## src/rtl/consumer2riscv_if.sv

```systemverilog
// Stream handshake bundle between an upstream producer, the consumer2riscv FIFO and picorv_mem.
// Valid/ready rule: a word moves on a rising edge exactly when its valid and the receiver's ready are both 1.
interface consumer2riscv_if #(
    parameter int DATA_WIDTH = 32
);
    logic [DATA_WIDTH-1:0] din;
    logic                  val_in;
    logic                  ready_upward;
    logic [DATA_WIDTH-1:0] dout;
    logic                  val_out;
    logic                  ready_downward;

    // master: the environment driving the FIFO; slave: the FIFO itself
    modport master (
        output din, val_in, ready_downward,
        input  ready_upward, dout, val_out
    );
    modport slave (
        input  din, val_in, ready_downward,
        output ready_upward, dout, val_out
    );
endinterface

```

## src/rtl/consumer2riscv.sv

```systemverilog
// First-word-fall-through FIFO feeding picorv_mem; all handshake outputs decode from registered
// occupancy, so there is no combinational path from ready_downward to ready_upward.
module consumer2riscv #(
    parameter int DATA_WIDTH = 32,
    parameter int DEPTH      = 8,
    parameter int PTR_BITS   = 3
) (
    input  logic                clk,
    input  logic                resetn,
    consumer2riscv_if.slave     bus,
    output logic [PTR_BITS:0]   count,
    output logic                almost_full,
    output logic [15:0]         drop_cnt
);
    localparam logic [PTR_BITS:0] FULL_CNT = (PTR_BITS+1)'(DEPTH);
    localparam logic [PTR_BITS:0] AF_CNT   = (PTR_BITS+1)'(DEPTH - 2);

    logic [DATA_WIDTH-1:0] mem [DEPTH];
    logic [PTR_BITS-1:0]   wr_ptr_q, wr_ptr_d;
    logic [PTR_BITS-1:0]   rd_ptr_q, rd_ptr_d;
    logic [PTR_BITS:0]     count_q,  count_d;
    logic [15:0]           drop_q,   drop_d;
    logic                  push, pop;

    assign bus.ready_upward = (count_q != FULL_CNT);
    assign bus.val_out      = (count_q != '0);
    assign bus.dout         = bus.val_out ? mem[rd_ptr_q] : '0;
    assign count            = count_q;
    assign almost_full      = (count_q >= AF_CNT);
    assign drop_cnt         = drop_q;

    assign push = bus.val_in && bus.ready_upward;
    assign pop  = bus.val_out && bus.ready_downward;

    always_comb begin
        wr_ptr_d = push ? wr_ptr_q + 1'b1 : wr_ptr_q;
        rd_ptr_d = pop  ? rd_ptr_q + 1'b1 : rd_ptr_q;
        count_d  = count_q;
        case ({push, pop})
            2'b10:   count_d = count_q + 1'b1;
            2'b01:   count_d = count_q - 1'b1;
            default: count_d = count_q;
        endcase
        drop_d = drop_q;
        if (bus.val_in && !bus.ready_upward && drop_q != 16'hFFFF)
            drop_d = drop_q + 16'd1;
    end

    always_ff @(posedge clk or negedge resetn) begin
        if (!resetn) begin
            wr_ptr_q <= '0;
            rd_ptr_q <= '0;
            count_q  <= '0;
            drop_q   <= '0;
        end else begin
            wr_ptr_q <= wr_ptr_d;
            rd_ptr_q <= rd_ptr_d;
            count_q  <= count_d;
            drop_q   <= drop_d;
        end
    end

    // Storage is deliberately unreset; dout masks it whenever the FIFO is empty.
    always_ff @(posedge clk) begin
        if (push)
            mem[wr_ptr_q] <= bus.din;
    end
endmodule

```

## src/flat_wrapper.sv

```systemverilog
// flat-port wrapper written by rule: the top's interface ports become plain ports
module consumer2riscv_flat 
#(
    parameter int DATA_WIDTH = 32,
    parameter int DEPTH      = 8,
    parameter int PTR_BITS   = 3
)
  (clk, resetn, count, almost_full, drop_cnt, bus_din, bus_val_in, bus_ready_downward, bus_ready_upward, bus_dout, bus_val_out);
  consumer2riscv_if #(.DATA_WIDTH(DATA_WIDTH)) bus_i ();
  input  logic clk;
  input  logic resetn;
  output logic [PTR_BITS:0] count;
  output logic almost_full;
  output logic [15:0] drop_cnt;
  input wire logic [$bits(bus_i.din)-1:0] bus_din;
  input wire logic [$bits(bus_i.val_in)-1:0] bus_val_in;
  input wire logic [$bits(bus_i.ready_downward)-1:0] bus_ready_downward;
  output wire logic [$bits(bus_i.ready_upward)-1:0] bus_ready_upward;
  output wire logic [$bits(bus_i.dout)-1:0] bus_dout;
  output wire logic [$bits(bus_i.val_out)-1:0] bus_val_out;
  assign bus_i.din = bus_din;
  assign bus_i.val_in = bus_val_in;
  assign bus_i.ready_downward = bus_ready_downward;
  assign bus_ready_upward = bus_i.ready_upward;
  assign bus_dout = bus_i.dout;
  assign bus_val_out = bus_i.val_out;
  consumer2riscv #(.DATA_WIDTH(DATA_WIDTH), .DEPTH(DEPTH), .PTR_BITS(PTR_BITS)) u_core (.clk(clk), .resetn(resetn), .bus(bus_i), .count(count), .almost_full(almost_full), .drop_cnt(drop_cnt));
endmodule
```

## config.mk

```make
export PLATFORM = sky130hd
export DESIGN_NAME = consumer2riscv_flat
export DESIGN_NICKNAME = d
export VERILOG_FILES = /design/src/rtl/consumer2riscv_if.sv /design/src/rtl/consumer2riscv.sv /design/src/flat_wrapper.sv
export SDC_FILE = /design/constraint.sdc
export NUM_CORES = 1
export LEC_CHECK = 0
export ABC_AREA = 1
export BUFFER_PORTS_ARGS = -buffer_cell sky130_fd_sc_hd__clkbuf_2
export CAP_MARGIN = 0
export CORE_MARGIN = 2
export CORE_UTILIZATION = 25
export DETAILED_ROUTE_END_ITERATION = 7
export GPL_TIMING_DRIVEN = 0
export PLACE_DENSITY = 0.47
export SLEW_MARGIN = 20
export SYNTH_ARGS = -nofsm -noshare
export SYNTH_HDL_FRONTEND = slang
export SYNTH_SLANG_ARGS = --single-unit
export TNS_END_PERCENT = 10
```

## constraint.sdc

```tcl
create_clock -name clk -period 6.75 [get_ports clk]
set_clock_uncertainty 0.05 [all_clocks]
set_input_delay 0.675 -clock clk [delete_from_list [all_inputs] [get_ports clk]]
set_output_delay 0.675 -clock clk [all_outputs]
set_load 0.05 [all_outputs]
```

==> results of run 1 <==
-- layout make-up --
type	count	area, sq um
fill	4710	31370
sequential	282	8338
multi-input combinational	619	2937
clock buffer	42	827.0
tap	600	750.7
timing repair buffer	102	730.7
buffer	53	251.5
clock inverter	16	180.2
inverter	25	93.84
-- state kept, by name, summed over array words and instances (netlist names) --
name	count
u_core.count	4
u_core.mem	256
u_core.rd_ptr_q	3
u_core.drop_cnt	16
u_core.wr_ptr_q	3
-- through the flow --
stage	total power, mW	area [sq um]	setup WS [ns]	hold WS, ns
2_1_floorplan	4.374	11560	3.065	0.3294
3_3_place_gp	5.341	12760	2.208	0.4686
3_5_place_dp	5.442	13100	3.736	0.4870
4_1_cts	7.143	14110	3.112	0.1149
5_1_grt	7.472	14110	2.969	0.1357
6_report	7.035	14110	3.096	0.1169
-- report_power, final --
| group | switching (mW) | internal [mW] | total (mW) |
|---|---|---|---|
| Sequential | 0.0997 | 2.19 | 2.29 |
| Combinational | 2.32 | 0.738 | 3.06 |
| Clock | 0.678 | 1.01 | 1.69 |
| Total | 3.10 | 3.94 | 7.03 |
-- logic make-up after synthesis --
kind of cell / count (synthesis) / share of synthesized area
AND/OR/NAND/NOR: 391 / 0.1305
buffers and inverters: 78 / 0.02987
XOR/XNOR: 13 / 0.009850
flip-flops: 282 / 0.7213
AO/OA/AOI/OAI: 209 / 0.1020
adder cells (fa/ha/maj): 6 / 0.006494
-- path summary, 6_finish.rpt --
path | slack [ns] | to | start | cells after the start
setup / recovery | 3.10 | bus_dout[31] | u_core.rd_ptr_q[0] | 8
hold / removal | 0.12 | u_core.drop_cnt[15] | resetn | 1
setup reg to reg | 4.14 | u_core.count[2] | u_core.count[1] | 12
hold reg to reg | 0.49 | u_core.wr_ptr_q[0] | u_core.wr_ptr_q[0] | 2
max in group asynchronous | 6.05 | u_core.rd_ptr_q[1] | resetn | 1
min in group clk | 0.34 | u_core.mem[1][18] | bus_din[18] | 1
-- worst register-to-register path, delay by kind of cell (launching register included) --
kind / cells / cell delay [ns]
AO/OA/AOI/OAI: 2 / 0.24
adder cells (fa/ha/maj): 2 / 0.45
buffers and inverters: 1 / 0.14
flip-flops: 1 / 0.45
AND/OR/NAND/NOR: 7 / 1.14
-- placed cells by master, fill, tap and decap left out, types with 13 or more instances in the layout --
cell type and instances:
nand3_1 13, edfxtp_1 256, dfrtp_1 26, clkbuf_16 31
o21ai_0 141, inv_1 25, buf_2 16, clkbuf_1 36
clkbuf_2 92, nand2_1 117, o22ai_1 33, nor2_1 245
o211ai_1 32
-- layer usage --
metal / track usage / share of wire
met1: 0.1774 / 0.46
met2: 0.2239 / 0.48
met3: 0.02231 / 0.041
met4: 0.02680 / 0.016
met5: 0 / 0.00051
==> results.py, run 1 <==
metrics = {
    "setup_path": {
        "critical_path.n_buffers_inverters": 4,
        "timing_worst_setup_path_type": "flop to output port",
        "worst_path_max_delay_cell": "clkbuf_1",
        "crit_path_top_cell_by_count": "nor2_1",
        "cp_data_arrival_time_ns": 2.93,
        "critical_path.max_stage_delay_ns": 0.60,
        "cp_data_required_time_ns": 6.02,
        "setup.worst_path.end_class": "output port",
        "timing.critical_path.cells": "inv_1 > buf_4 > clkbuf_1 > nor2_1 > o22ai_1 > nor2_1 > nor2_1 > clkbuf_2",
        "critical_path_peak_fanout": 10,
        "critPathLaunchType": "flop",
        "worst_path_dominant_cell_family": "buffers and inverters",
    },
    "cells_and_area": {
        "design.final.nets": 1156,
        "layout.core_utilization": 0.3102,
        "n_antenna_cell": 0,
        "layout-area-overhead-vs-synth_pct": 22.05,
        "layout-drive-gt1-share": 0.1624,
        "final_cell_count_no_fill": 1739,
    },
    "die": {
        "die_w_um": 219.0,
        "die-height_um": 219.0,
        "die_outline_area_sq_mm": 0.04798,
        "coreArea_sq_mm": 0.04548,
        "floorplan.rows": 78,
        "start_util": 0.2542,
        "top_ports": 91,
    },
    "synth": {
        "netlist-cell-type-count": 25,
        "netlist_area_sq_mm": 0.01156,
        "synth_seq_cells": 282,
        "synthesis.area_per_instance_sq_um": 11.81,
        "ys_top_cells_by_area": "edfxtp_1, nor2_1, o21ai_0",
        "async_reset_ff_frac": 0.09220,
        "post_synth_most_frequent_cells": "edfxtp_1, nor2_1, o21ai_0",
        "postSynthCellCount": 979,
        "synth_enable_flop_cells": 256,
        "synthMostInstantiatedCell": "edfxtp_1",
        "synth_sequential_area_ratio": 0.7213,
        "ys.flop_type": "edfxtp_1",
        "syn_nets": 1021,
        "synthDominantCellAreaShare": 0.6650,
        "synth_area_leader_cell": "edfxtp_1",
        "yosysWarningCount": 0,
    },
    "grt": {
        "pin_count_of_the_biggest_net_entering_global_routing": 27,
        "gr-total-overflow": 0,
        "grt_antenna_before_repair": 1,
        "grt_pass1_vias": 7791,
        "grt_first_pass_wirelength_um": 47650,
        "globalRouteTotalUtil": 0.1320,
    },
    "outcome": {
        "status": "complete, no violations",
    },
    "timing": {
        "clock.fmax_ghz": 0.2736,
        "tightestPinTransition_ns": 0.7697,
        "report.final.hold_viol_count": 0,
        "finalSetupViolations": 0,
        "max_slew_vio_count": 0,
        "slew-limit-headroom": 0.4869,
        "final.setup.tns_ns": 0,
        "finalCriticalPeriod_ns": 3.654,
        "rsz0062_at_grt": "false",
        "fin_crit_sh": 0.5414,
    },
    "detailed_routing": {
        "wire_per_inst_um": 17.99,
        "detailedRoute.firstIterationViolations": 470,
        "detail-route-antenna-nets": 0,
        "finalWirelength_um": 31280,
        "drcViolationCount": 0,
        "drt-vias-per-instance": 4.429,
        "detailroute.via_count": 7702,
        "detail_route.first_pass.iterations": 6,
    },
    "power": {
        "worst_ir_drop_vdd_mv": 0.2247,
        "powerDensity_mw_per_mm2": 498.6,
        "leakage_power_of_the_design_nw": 5.052,
    },
    "clock_network": {
        "tritoncts_clock_tree": "done",
        "post_cts_buffers": 0,
        "clk_pin_slew_worst_paths_ns": 0.06,
        "worst_skew_pair.late_latency_ns": 0.57,
        "cts-hold-fix-buffers": 0,
        "htree_levels": 1,
        "cts_max_path_buffers": 3,
        "clock_sinks": 282,
        "postCtsResizedCells": 0,
        "cts_inserted_buffers": 31,
        "root_buffer": "clkbuf_16",
    },
    "job": {
        "timing.max_cap.violations": 0,
    },
    "place": {
        "finalWeightedCongestion": 0.7550,
        "count_of_input_and_output_buffers": 90,
        "placedCellCount": 1681,
        "hpwl_um": 21060,
    },
    "min_path": {
        "hp-class": "input port to async pin",
    },
}
No activity file was read; power rests on OpenSTA's default activity.
==> run 2: changes to the inputs <==
- clock period: 6.75 -> 3.5 ns (I/O delays scaled with it)
==> run 2 against run 1 <==
Net effect:
- non-clock buffer count increased by 9
- sequential cell count unchanged
- design area increased by 0.66%
- via count increased by 0.13%
- sequential share of layout area decreased by 0.39 points
- combinational power increased by 93%
- sequential power increased by 93%
- register-to-register slack got worse by 3.3 ns
- critical path type unchanged
- cell count increased by 0.58%
- worst setup slack got worse by 2.9 ns
- global-route usage about the same
- largest cell class unchanged
- core utilization increased by 0.20 points
==> results.py, run 2 (synthesis results as in run 1) <==
metrics = {
    "outcome": {
        "status": "complete, no violations",
    },
    "power": {
        "leakage_power_of_the_design_nw": 5.090,
        "share_comb_of_total_power": 0.435,
        "proportion_of_total_power_due_to_net_switching": 0.4405,
        "cellInternalPower_mw": 7.598,
        "power.net_switching_mw": 5.982,
        "power.share.sequential": 0.325,
        "share_of_total_power_in_the_clock_network": 0.239,
        "powerDensity_mw_per_mm2": 956.2,
        "worst_ir_drop_vdd_mv": 0.4333,
    },
    "timing": {
        "finalCriticalPeriod_ns": 3.312,
        "rsz0062_at_grt": "false",
        "slew-limit-headroom": 0.4909,
        "max_slew_vio_count": 0,
        "hold_slack_ns": 0.01797,
        "tightestPinTransition_ns": 0.7636,
        "fin_crit_sh": 0.9464,
        "finalSetupViolations": 0,
        "report.final.hold_viol_count": 0,
        "clock.fmax_ghz": 0.3019,
    },
    "grt": {
        "pin_count_of_the_biggest_net_entering_global_routing": 27,
        "grt_pass1_vias": 7829,
        "grt_util_met1": 0.1782,
        "grt_busiest_layer": "met2",
        "grt_first_pass_wirelength_um": 47800,
        "met3_usage": 0.02162,
        "gr-total-overflow": 0,
        "globalRouteTotalUtil": 0.1322,
        "grtUsageMet2": 0.2244,
        "grt_antenna_before_repair": 1,
    },
    "clock_network": {
        "post_cts_buffers": 0,
        "htree_levels": 1,
        "tritoncts_clock_tree": "done",
        "clock_sinks": 282,
        "cts_max_path_buffers": 3,
        "cts_inserted_buffers": 31,
        "root_buffer": "clkbuf_16",
        "postCtsResizedCells": 0,
        "clk_pin_slew_worst_paths_ns": 0.06,
        "worst_skew_pair.late_latency_ns": 0.57,
    },
    "setup_path": {
        "setup.worst_path.end_class": "output port",
        "worst_path_max_delay_cell": "clkbuf_1",
        "timing_worst_setup_path_type": "flop to output port",
        "regToRegSetupSlack_ns": 0.88,
        "critical_path.max_stage_delay_ns": 0.60,
        "timing.critical_path.cells": "inv_1 > buf_4 > clkbuf_1 > nor2_1 > o22ai_1 > nor2_1 > nor2_1 > clkbuf_2",
        "critical_path_peak_fanout": 10,
        "critical_path.n_buffers_inverters": 4,
        "critPathLaunchType": "flop",
        "worstSetupPathDepth": 8,
        "crit_path_top_cell_by_count": "nor2_1",
        "cp_data_required_time_ns": 3.10,
        "worst_path_dominant_cell_family": "buffers and inverters",
        "cp_data_arrival_time_ns": 2.91,
        "timing.reg2reg.worst_path_depth": 12,
    },
    "die": {
        "top_ports": 91,
        "floorplan.rows": 78,
        "coreArea_sq_mm": 0.04548,
        "die_outline_area_sq_mm": 0.04798,
        "die_w_um": 219.0,
        "die-height_um": 219.0,
        "start_util": 0.2542,
    },
    "min_path": {
        "hp-class": "input port to flop",
        "min_path_cells": 1,
    },
    "detailed_routing": {
        "drt-vias-per-instance": 4.409,
        "detailedRoute.firstIterationViolations": 463,
        "finalWirelength_um": 31350,
        "detailroute.via_count": 7712,
        "wire_per_inst_um": 17.92,
        "drcViolationCount": 0,
        "detail_route.first_pass.iterations": 6,
        "detail-route-antenna-nets": 0,
    },
    "cells_and_area": {
        "filler_cell_count": 4713,
        "design.final.nets": 1165,
        "layout-drive-gt1-share": 0.1611,
        "mostFrequentLayoutCells": "edfxtp_1, nor2_1, o21ai_0",
        "layout.core_utilization": 0.3123,
        "register_with_the_most_flip_flops": "u_core.mem",
        "max_ffs_per_register": 256,
        "most_common_library_cell_in_the_layout_ignoring_fill_and_taps": "edfxtp_1",
        "layout-area-overhead-vs-synth_pct": 22.85,
    },
    "place": {
        "hpwl_um": 21060,
        "finalWeightedCongestion": 0.7550,
        "count_of_input_and_output_buffers": 90,
    },
    "job": {
        "timing.max_cap.violations": 0,
    },
}
[run 2: cell count changes in the layout (fill, tap and decap cells not counted)]
cell	change
dlygate4sd3_1	+9
diode_2	+1
[run 2: path summary, 6_finish.rpt]
| kind | to | start |
|---|---|---|
| hold reg to reg | u_core.wr_ptr_q[0] | u_core.wr_ptr_q[0] |
| setup / recovery | bus_dout[31] | u_core.rd_ptr_q[0] |
| setup reg to reg | u_core.count[2] | u_core.count[1] |
| hold / removal | u_core.mem[1][22] | bus_din[22] |
| min in group asynchronous | u_core.drop_cnt[15] | resetn |
| max in group asynchronous | u_core.rd_ptr_q[1] | resetn |
[run 2: area by class of cell]
| type | instances | area [sq um] | area share |
|---|---|---|---|
| plain buffers | 53 | 251.5 | 0.01771 |
| multi-input cells | 619 | 2937 | 0.2068 |
| repair buffers | 111 | 820.8 | 0.05780 |
| flip-flops and latches | 282 | 8338 | 0.5871 |
| clock buffers | 42 | 827.0 | 0.05824 |
| clock inverters | 16 | 180.2 | 0.01269 |
| diodes | 1 | 2.502 | 0.0001762 |
| inverters | 25 | 93.84 | 0.006608 |
| well taps | 600 | 750.7 | 0.05286 |
[run 2: power groups by stage]
stage          Clock (mW)  Sequential [mW]  Combinational (mW)
4_1_cts              3.33             4.42                6.03
3_5_place_dp            0             4.49                6.01
3_3_place_gp            0             4.52                5.78
6_report             3.25             4.42                5.91
2_1_floorplan           0             4.63                3.81
5_1_grt              3.47             4.47                6.48
[run 2: repair_timing]
| action | in CTS | in global routing |
|---|---|---|
| endpoints found under the setup margin | 0 | 0 |
| hold endpoints to repair | 80 | 0 |
| hold buffers | 9 | 0 |
[run 2: metrics by stage]
stage	total power, mW	cell area (sq um)	setup TNS (ns)	setup WS, ns	cells
2_1_floorplan	8.435	11560	-31.40	-0.1852	979
6_report	13.58	14200	0	0.1878	1749
3_3_place_gp	10.30	12760	-195.87	-0.9196	1669
5_1_grt	14.42	14200	0	0.04364	1749
3_5_place_dp	10.50	13100	0	0.7975	1681
4_1_cts	13.79	14200	0	0.1871	1748
[run 2: metal layers]
layer	up-vias	share of wire
met5	-	0
met4	0	0.016
met3	38	0.042
met2	157	0.48
met1	3754	0.46
li1	3763	-
==> run 3: changes to the inputs <==
- PLACE_DENSITY: 0.47 -> 0.48
- clock period: 3.5 -> 2.9 ns (I/O delays scaled with it)
==> run 3 against run 2 <==
Net effect:
- register-to-register slack got worse by 0.44 ns
- non-clock buffer count increased by 19
- sequential share of layout area decreased by 0.56 points
- critical endpoint is now bus_dout[2]
- critical path type unchanged
- routed wire length increased by 0.27%
- cell count increased by 0.80%
- largest power group unchanged
==> results.py, run 3 (synthesis results as in run 1) <==
metrics = {
    "setup_path": {
        "critical_path_peak_fanout": 10,
        "timing.critical_path.from": "u_core.rd_ptr_q[2]",
        "worst_path_max_delay_cell": "clkbuf_1",
        "timing_worst_setup_path_type": "flop to output port",
        "critical_path.n_buffers_inverters": 3,
        "critical_path.max_stage_delay_ns": 0.46,
        "cp_data_required_time_ns": 2.56,
        "cp_data_arrival_time_ns": 2.45,
        "worst_path_dominant_cell_family": "buffers and inverters",
        "critPathLaunchType": "flop",
        "timing.critical_path.cells": "clkbuf_1 > clkbuf_2 > nor2_1 > nor2_1 > clkbuf_4",
        "setup.worst_path.end_class": "output port",
        "crit_path_top_cell_by_count": "nor2_1",
        "timing.rr.start": "u_core.count[0]",
    },
    "clock_network": {
        "tritoncts_clock_tree": "done",
        "cts_max_path_buffers": 3,
        "clk_pin_slew_worst_paths_ns": 0.06,
        "clock_sinks": 282,
        "root_buffer": "clkbuf_16",
        "htree_levels": 1,
        "worst_skew_pair.late_latency_ns": 0.56,
        "cts_inserted_buffers": 29,
    },
    "die": {
        "die_w_um": 219.0,
        "top_ports": 91,
        "die-height_um": 219.0,
        "floorplan.rows": 78,
        "coreArea_sq_mm": 0.04548,
        "die_outline_area_sq_mm": 0.04798,
        "start_util": 0.2542,
    },
    "place": {
        "count_of_input_and_output_buffers": 90,
        "finalWeightedCongestion": 0.7957,
        "placed_cell_area_sq_mm": 0.01304,
        "hpwl_um": 20730,
        "placedCellCount": 1678,
    },
    "outcome": {
        "status": "complete, no violations",
    },
    "timing": {
        "finalCriticalPeriod_ns": 2.794,
        "max_slew_vio_count": 0,
        "slew-limit-headroom": 0.4665,
        "fin_crit_sh": 0.9635,
        "clock.fmax_ghz": 0.3579,
        "finalSetupViolations": 0,
        "rsz0062_at_grt": "true",
        "report.final.hold_viol_count": 0,
        "tightestPinTransition_ns": 0.8002,
    },
    "job": {
        "timing.max_cap.violations": 0,
    },
    "detailed_routing": {
        "detail_route.first_pass.iterations": 5,
        "detailroute.via_count": 7765,
        "drt-vias-per-instance": 4.404,
        "detailedRoute.firstIterationViolations": 525,
        "drcViolationCount": 0,
        "wire_per_inst_um": 17.83,
        "finalWirelength_um": 31440,
        "detail-route-antenna-nets": 0,
    },
    "power": {
        "worst_ir_drop_vdd_mv": 0.5891,
        "cellInternalPower_mw": 8.971,
        "share_of_total_power_in_the_clock_network": 0.223,
        "leakage_power_of_the_design_nw": 5.190,
        "post-layout-total-power_mw": 16.17,
        "power.net_switching_mw": 7.204,
        "powerDensity_mw_per_mm2": 1128,
        "power.share.sequential": 0.329,
        "proportion_of_total_power_due_to_net_switching": 0.4454,
        "share_comb_of_total_power": 0.448,
    },
    "cells_and_area": {
        "register_with_the_most_flip_flops": "u_core.mem",
        "stdcell_area_sq_mm": 0.01434,
        "area_of_the_multi_input_gates_sq_mm": 0.002944,
        "layout-area-overhead-vs-synth_pct": 24.04,
        "layout-drive-gt1-share": 0.1788,
        "n_antenna_cell": 0,
        "most_common_library_cell_in_the_layout_ignoring_fill_and_taps": "edfxtp_1",
        "filler_cell_count": 4682,
        "design.final.nets": 1182,
        "mostFrequentLayoutCells": "edfxtp_1, nor2_1, o21ai_0",
        "sequential_cell_area_sq_mm": 0.008338,
        "max_ffs_per_register": 256,
        "final_cell_count_no_fill": 1763,
    },
    "grt": {
        "grt_busiest_layer": "met2",
        "grtUsageMet2": 0.2193,
        "grt_antenna_before_repair": 0,
        "globalRouteTotalUtil": 0.1312,
        "gr-total-overflow": 0,
        "grt_util_met1": 0.1739,
        "grt_first_pass_wirelength_um": 47780,
        "grt_pass1_vias": 7817,
        "met3_usage": 0.02966,
        "pin_count_of_the_biggest_net_entering_global_routing": 27,
    },
    "min_path": {
        "hp-class": "input port to flop",
        "worstHoldStart": "bus_din[25]",
    },
}
==> run 3: cell count changes in the layout (fill, tap and decap cells not counted), moves of 3 or more <==
cell and change:
buf_2 +6, bufinv_16 -3, clkbuf_1 -26, clkbuf_2 +5
clkbuf_4 +11, clkbuf_8 +3, clkinv_4 +3, dlygate4sd3_1 +22
==> run 3: cell type report <==
| class | count | share of cell area |
|---|---|---|
| buffer | 53 | 0.02068 |
| clock buffer | 38 | 0.05576 |
| clock inverter | 16 | 0.008377 |
| inverter | 25 | 0.006544 |
| multi-input combinational | 619 | 0.2053 |
| sequential | 282 | 0.5815 |
| tap | 600 | 0.05236 |
| timing repair buffer | 130 | 0.06946 |
==> run 3: repair_timing <==
action | CTS | global route
endpoints found under the hold margin | 255 | 0
gates resized for setup | 21 | 37
hold buffers | 31 | 0
cloned | 0 | 0
buffers inserted | 0 | 0
pin swaps | 0 | 0
setup endpoints to repair | 33 | 31
==> run 3: path summary, 6_finish.rpt <==
check / end / slack (ns) / cells past startpoint
worst min register to register: u_core.wr_ptr_q[0] / 0.49 / 2
worst max register to register: u_core.count[2] / 0.44 / 12
max in group asynchronous: u_core.rd_ptr_q[1] / 1.99 / 2
min in group asynchronous: u_core.drop_cnt[9] / 0.30 / 2
worst min-delay path: u_core.mem[0][25] / 0.02 / 1
worst max-delay path: bus_dout[2] / 0.11 / 5
==> run 3: stage by stage <==
stage                       TNS, ns  hold WS (ns)    util  setup WS (ns)
after floorplan              -58.13      -0.05559       -        -0.2757
after global placement       -68.19        0.3706  0.2810        -0.3715
after detailed placement          0        0.3886  0.2867         0.2562
after CTS                         0      0.001041  0.3145       0.003246
after global routing      -0.005517      0.003751  0.3153      -0.003584
final                             0       0.01737  0.3153         0.1058
==> run 3: power by group through the flow <==
stage / combinational, mW / clock [mW] / sequential, mW
floorplan: 4.62 / 0 / 5.57
global placement: 7.02 / 0 / 5.42
detailed placement: 7.24 / 0 / 5.40
CTS: 7.33 / 3.71 / 5.32
global route: 7.91 / 3.85 / 5.38
finish: 7.25 / 3.61 / 5.32
==> run 3: per-layer routing <==
metal	share of wire	routed length, um	vias up
li1	-	-	3782
met1	0.45	14070	3762
met2	0.48	14980	184
met3	0.059	1853	37
met4	0.017	535	0
met5	0	0	-
